==> src/rtl/serial_adder_ctrl.sv <==
// Bit-serial adder controller: streams two WIDTH-bit operands LSB first through an
// external combinational full adder, carrying between cycles and assembling the sum.
module serial_adder_ctrl #(
    parameter int WIDTH = 8
) (
    input  logic             clk,
    input  logic             rst_n,
    input  logic             start,
    input  logic [WIDTH-1:0] a,
    input  logic [WIDTH-1:0] b,
    input  logic             cin,
    output logic             fa_a,
    output logic             fa_b,
    output logic             fa_ci,
    input  logic             fa_s,
    input  logic             fa_c,
    output logic             busy,
    output logic             done,
    output logic [WIDTH-1:0] sum,
    output logic             cout
);

    localparam int CNT_W = (WIDTH > 1) ? $clog2(WIDTH) : 1;
    localparam logic [CNT_W-1:0] CNT_LAST = CNT_W'(WIDTH - 1);

    typedef enum logic [1:0] {
        IDLE = 2'd0,
        RUN  = 2'd1,
        DONE = 2'd2
    } state_t;

    state_t           state;
    logic [WIDTH-1:0] opa;
    logic [WIDTH-1:0] opb;
    logic [WIDTH-1:0] acc;
    logic             carry;
    logic [CNT_W-1:0] cnt;
    logic [WIDTH-1:0] acc_next;

    assign acc_next = {fa_s, acc[WIDTH-1:1]};

    // The adder only sees live operand bits while running; it is quiet otherwise.
    assign fa_a  = (state == RUN) & opa[0];
    assign fa_b  = (state == RUN) & opb[0];
    assign fa_ci = (state == RUN) & carry;

    always_ff @(posedge clk) begin
        if (!rst_n) begin
            state <= IDLE;
            opa   <= '0;
            opb   <= '0;
            acc   <= '0;
            carry <= 1'b0;
            cnt   <= '0;
            sum   <= '0;
            cout  <= 1'b0;
            busy  <= 1'b0;
            done  <= 1'b0;
        end else begin
            case (state)
                IDLE: begin
                    done <= 1'b0;
                    if (start) begin
                        opa   <= a;
                        opb   <= b;
                        carry <= cin;
                        cnt   <= '0;
                        acc   <= '0;
                        busy  <= 1'b1;
                        state <= RUN;
                    end
                end
                RUN: begin
                    acc   <= acc_next;
                    carry <= fa_c;
                    opa   <= opa >> 1;
                    opb   <= opb >> 1;
                    cnt   <= cnt + CNT_W'(1);
                    // The edge that consumes the MSB also publishes the result.
                    if (cnt == CNT_LAST) begin
                        sum   <= acc_next;
                        cout  <= fa_c;
                        done  <= 1'b1;
                        state <= DONE;
                    end
                end
                DONE: begin
                    done  <= 1'b0;
                    busy  <= 1'b0;
                    state <= IDLE;
                end
                default: begin
                    done  <= 1'b0;
                    busy  <= 1'b0;
                    state <= IDLE;
                end
            endcase
        end
    end

endmodule

==> config.mk <==
export PLATFORM = sky130hd
export DESIGN_NAME = serial_adder_ctrl
export DESIGN_NICKNAME = d
export VERILOG_FILES = /design/src/rtl/serial_adder_ctrl.sv
export SDC_FILE = /design/constraint.sdc
export NUM_CORES = 1
export LEC_CHECK = 0
export ABC_AREA = 1
export BUFFER_PORTS_ARGS = -buffer_cell sky130_fd_sc_hd__buf_2
export CAP_MARGIN = 40
export CORE_ASPECT_RATIO = 0.7
export CORE_MARGIN = 5
export CORE_UTILIZATION = 45
export CTS_CLUSTER_SIZE = 20
export DETAILED_ROUTE_END_ITERATION = 7
export PLACE_DENSITY = 0.67
export SYNTH_ARGS = -nofsm -noshare
export SYNTH_HDL_FRONTEND = slang
export SYNTH_SLANG_ARGS = --single-unit
==> constraint.sdc <==
create_clock -name clk -period 1.4 [get_ports clk]
set_input_delay 0.28 -clock clk [delete_from_list [all_inputs] [get_ports clk]]
set_output_delay 0.28 -clock clk [all_outputs]
set_load 0.05 [all_outputs]
### After elaboration in Yosys (flattened, before gate mapping)

Index checks and enable logic that the tools add are counted.

* bitwise gates (word level): 4
* muxes and demuxes: 15
* add/sub/neg operators: 1
* eq/ne operators: 4
* reductions and logical operators: 7

Operators by type and width (count)
* 8-bit case mux with 2 select lines: 3
* 8-bit two-way mux: 3
* 2-bit AND reduction: 5
* 3-bit case mux with 2 select lines: 1
* 2-bit two-way mux: 2
* 1-bit case mux with 2 select lines: 2
* 2-bit case mux with 2 select lines: 1
* 3-bit by 1-bit adder with 3-bit output, second input constant: 1
* 1-bit bitwise AND: 3
* 3-bit == test, second input constant: 1
* 3-bit two-way mux: 1
* 2-bit by 1-bit == test with 1-bit output, second input constant: 1
* 2-bit zero test: 1
* 1-bit two-way mux: 2
* 2-bit by 1-bit inequality test with 1-bit output, second input constant: 1
* 2-bit inequality test, second input constant: 1
* 2-bit nonzero test: 1
* 1-bit inverter: 1

* output and inout bits: 14
* logic and storage cells: 41
* flip-flop bits (word level): 41

### Logic depth before layout (Yosys ltp)

* word-level depth: 3
* depth in mapped cells: 8
* mapped depth without buffers: 7

### Least setup slack after synthesis

OpenSTA, ideal clock, no wires.

* path type: flip-flop to output port
* start point: register state[1]
* end point: output port fa_a
* arrival time: 1.350 ns
* cell stages (with the launch flop): 5
* path buffers: 1
* setup slack: -0.230 ns
* cells stage by stage: dfxtp_1 -> inv_2 -> nand2_4 -> buf_2 -> nor2_1

* cells in the longest elaborated chain, start to end: 2

Ends and longest elaborated chain
* start, declared: RTL line 32 `state_t state;`
* start signal, assigned: RTL line 49 `state <= IDLE;`
* start signal, assigned: RTL line 70 `state <= RUN;`
* start signal, assigned: RTL line 84 `state <= DONE;`
* 2-bit by 1-bit == test with 1-bit output: RTL line 43 `assign fa_a = (state == RUN) & opa[0];`
* 1-bit bitwise AND: RTL line 43
* end, declared: RTL line 12 `output logic fa_a,`

No other way between the ends.

### Final worst setup path

* start point: register state[1]
* end point: output port fa_ci

* cells in the longest elaborated chain, start to end: 2

Ends and longest elaborated chain
* 2-bit by 1-bit == test with 1-bit output: RTL line 45 `assign fa_ci = (state == RUN) & carry;`
* 1-bit bitwise AND: RTL line 45
* end, declared: RTL line 14 `output logic fa_ci,`

No other way between the ends.

==> results_dict.tcl <==
set metrics [dict create \
    status "finished, final reports clean" \
    dr.pass1.iters 4 \
    h-tree-depth 2 \
    numCtsBuffers 5 \
    rows 19 \
    synth_top_flop_cell "dfxtp_1" \
    switching_share 0.280 \
    gp_congestion 0.757 \
    syn2layout_area_growth_pct 21.3 \
    pwr-share-comb 0.164 \
    arrival_ns 1.07 \
    fin_skew_ns 0.00934 \
    fp.dieArea_um2 5550 \
    clkPwrFrac 0.317 \
    vias_per_cell 4.43 \
    timing.final.crit_share 0.967 \
    switching_power_uw 666 \
    timing.rr.end "sum[5]" \
    mostFrequentLayoutCell "nand2_1" \
    syn-instance-count 289 \
    drv_slew 0 \
    async_reset_ff_frac 0 \
    avgSynthCellArea_um2 6.46 \
    diodes 0 \
    routed.top_layer "met4" \
    totalWireLength_um 4030 \
    fin_nets 356 \
    whs_endpoint "sum[7]" \
    synth.ff_latch_count 40 \
    cp.required_ns 1.12 \
    crit_chain "inv_2 > nand2_4 > nor2_4 > buf_8" \
    place_inst 372 \
    cpMaxStageDelayCell "dfxtp_1" \
    coreArea_um2 3970 \
    cpLargestDelayFamily "flip-flops" \
    crit_buf_inv 2 \
    drive_gt1_frac 0.201 \
    yosysWarnings 0 \
    p_seq_frac 0.520 \
    r2r_setup_slack_ns 0.11 \
    cts-root-buf "clkbuf_8" \
    rr_startpoint "cnt[0]" \
    wl_met2_um 1570 \
    setup_violations 0 \
    worstHoldPathType "in -> reg" \
    fin_cells 385 \
    antenna_found_initial 0 \
    clk_latency_ns 0.29 \
    wl_met1_um 2140 \
    path_clk_slew_ns 0.08 \
    track_usage 0.157 \
    total_power_mw 2.38 \
    intPower_mw 1.71 \
    reg2reg_depth 6 \
    grt_max_degree 35 \
    hp-start "fa_s" \
    grt_pass1_wl_um 6860 \
    syn_area_um2 1870 \
    cts_tree "yes" \
    synth_seq_area_share 0.429 \
    timing.final.hold_violations 0 \
    fmax_ghz 0.738 \
    detail-route-antenna-nets 0 \
    initialDrtViolationCount 99 \
    place_ws_ns 0.111 \
    final.setup.tns_ns 0 \
    setup_slack_ns 0.0458 \
    most-common-layout-cells "nand2_1 (124), inv_1 (54), dfxtp_1 (39), buf_2 (32), nor2_1 (18)" \
    worstMarginPinSlew_ns 0.293 \
    endpoint_kind "output pin" \
    grt_setup_unrepaired "true" \
    p_leak_nw 1.36 \
    min_period_ns 1.35 \
    yosysUniqueCellTypes 20 \
    maxCapViolCount 0 \
    numPortBuffers 35 \
    via_count 1704 \
    crit_path_max_fanout 6 \
    pin_count 36 \
    cpPeakStageDelay_ns 0.33 \
    fill_cells 375 \
    start_util 0.470 \
    synth_edf_count 0 \
    whs_path_depth 3 \
    wl_per_cell_um 10.5 \
    max_slew_margin 0.804 \
    die_h_um 63.9 \
    p_per_area_nw_per_um2 1050 \
    drc 0 \
    setup.worst_path.class "reg -> out" \
    die_width_um 87.0 \
    syn-num-nets 313 \
    grt_pass1_vias 1525 \
    met3_wirelength_um 237 \
    vdd_drop_max_mv 0.593 \
    grt_overflow 0 \
    critPathLaunchType "flop" \
    hpwl_um 2670 \
    clockBufferDepth 2 \
    cts_sinks 40 \
]
Yosys cell counts, types with 3 or more instances:
library cell / count / area [um^2]
buf_6: 4 / 45.0
clkbuf_1: 3 / 11.3
dfxtp_1: 40 / 801
inv_1: 54 / 203
nand2_1: 125 / 469
nand3_1: 10 / 50.1
nor2_1: 22 / 82.6
o21ai_0: 7 / 35.0
o22ai_1: 5 / 31.3
power groups by stage:
stage | clock network (mW) | logic [mW] | registers (mW)
CTS | 0.773 | 0.380 | 1.24
floorplan | 0 | 0.276 | 1.26
detailed placement | 0 | 0.363 | 1.26
finish | 0.753 | 0.389 | 1.24
global placement | 0 | 0.359 | 1.26
global route | 0.816 | 0.453 | 1.25
layer usage:
layer,GRT usage,vias up
met3,0.0462,7
met1,0.224,732
li1,-,927
met5,0,-
met2,0.213,38
met4,0.0739,0
how the worst max path moves through the flow:
stage | to | cells after the start | slack (ns) | from
after global routing | sum[2] | 7 | -0.01 | cnt[0]
after global placement | sum[2] | 6 | 0.13 | cnt[0]
after floorplan | fa_a | 4 | -0.01 | state[1]
after detailed placement | sum[7] | 6 | 0.11 | cnt[0]
final | fa_ci | 4 | 0.05 | state[1]
after CTS | fa_ci | 4 | 0.01 | state[1]
metrics by stage:
stage	hold WS, ns	utilization	cell area, um^2
after global placement	0.442	0.528	2100
after CTS	0.223	0.558	2220
final	0.234	0.570	2260
after global routing	0.247	0.570	2260
after detailed placement	0.447	0.528	2100
after floorplan	0.415	-	1870
kinds of logic (layout without fill, tap and decap cells):
logic type | Yosys count | count (layout) | synth area share
adder cells (fa/ha/maj) | 2 | 2 | 0.0134
AND/OR/NAND/NOR | 163 | 163 | 0.350
buffers and inverters | 67 | 111 | 0.156
flip-flops | 40 | 40 | 0.429
AO/OA/AOI/OAI | 17 | 17 | 0.0510
final cells by class:
class	count	area, um^2	share of cell area
clock inverters	1	8.76	0.00387
repair buffers	47	300	0.133
well taps	52	65.1	0.0287
flip-flops and latches	40	802	0.354
multi-input cells	182	801	0.354
clock buffers	7	76.3	0.0337
inverters	56	210	0.0929
flip-flops by register name (all words and copies together), names as in the netlist:
name   count
opa        8
opb        8
sum        8
acc        7
cnt        3
state      2
busy       1
carry      1
cout       1
done       1
worst reg2reg max path: cells and delay by family (launching register included):
kind / cells / cell delay [ns]
adders and majority gates: 2 / 0.33
and+or+nand+nor: 4 / 0.54
DFF: 1 / 0.36
timing repair:
| action | in CTS | in global routing |
|---|---|---|
| hold buffers | 0 | 0 |
| setup buffers | 3 | 2 |
| endpoints found under the setup margin | 3 | 11 |
| resized for setup | 5 | 8 |
| gates cloned | 0 | 0 |
| pin swaps | 1 | 1 |
Note: power is estimated with default switching activity, not from simulation.
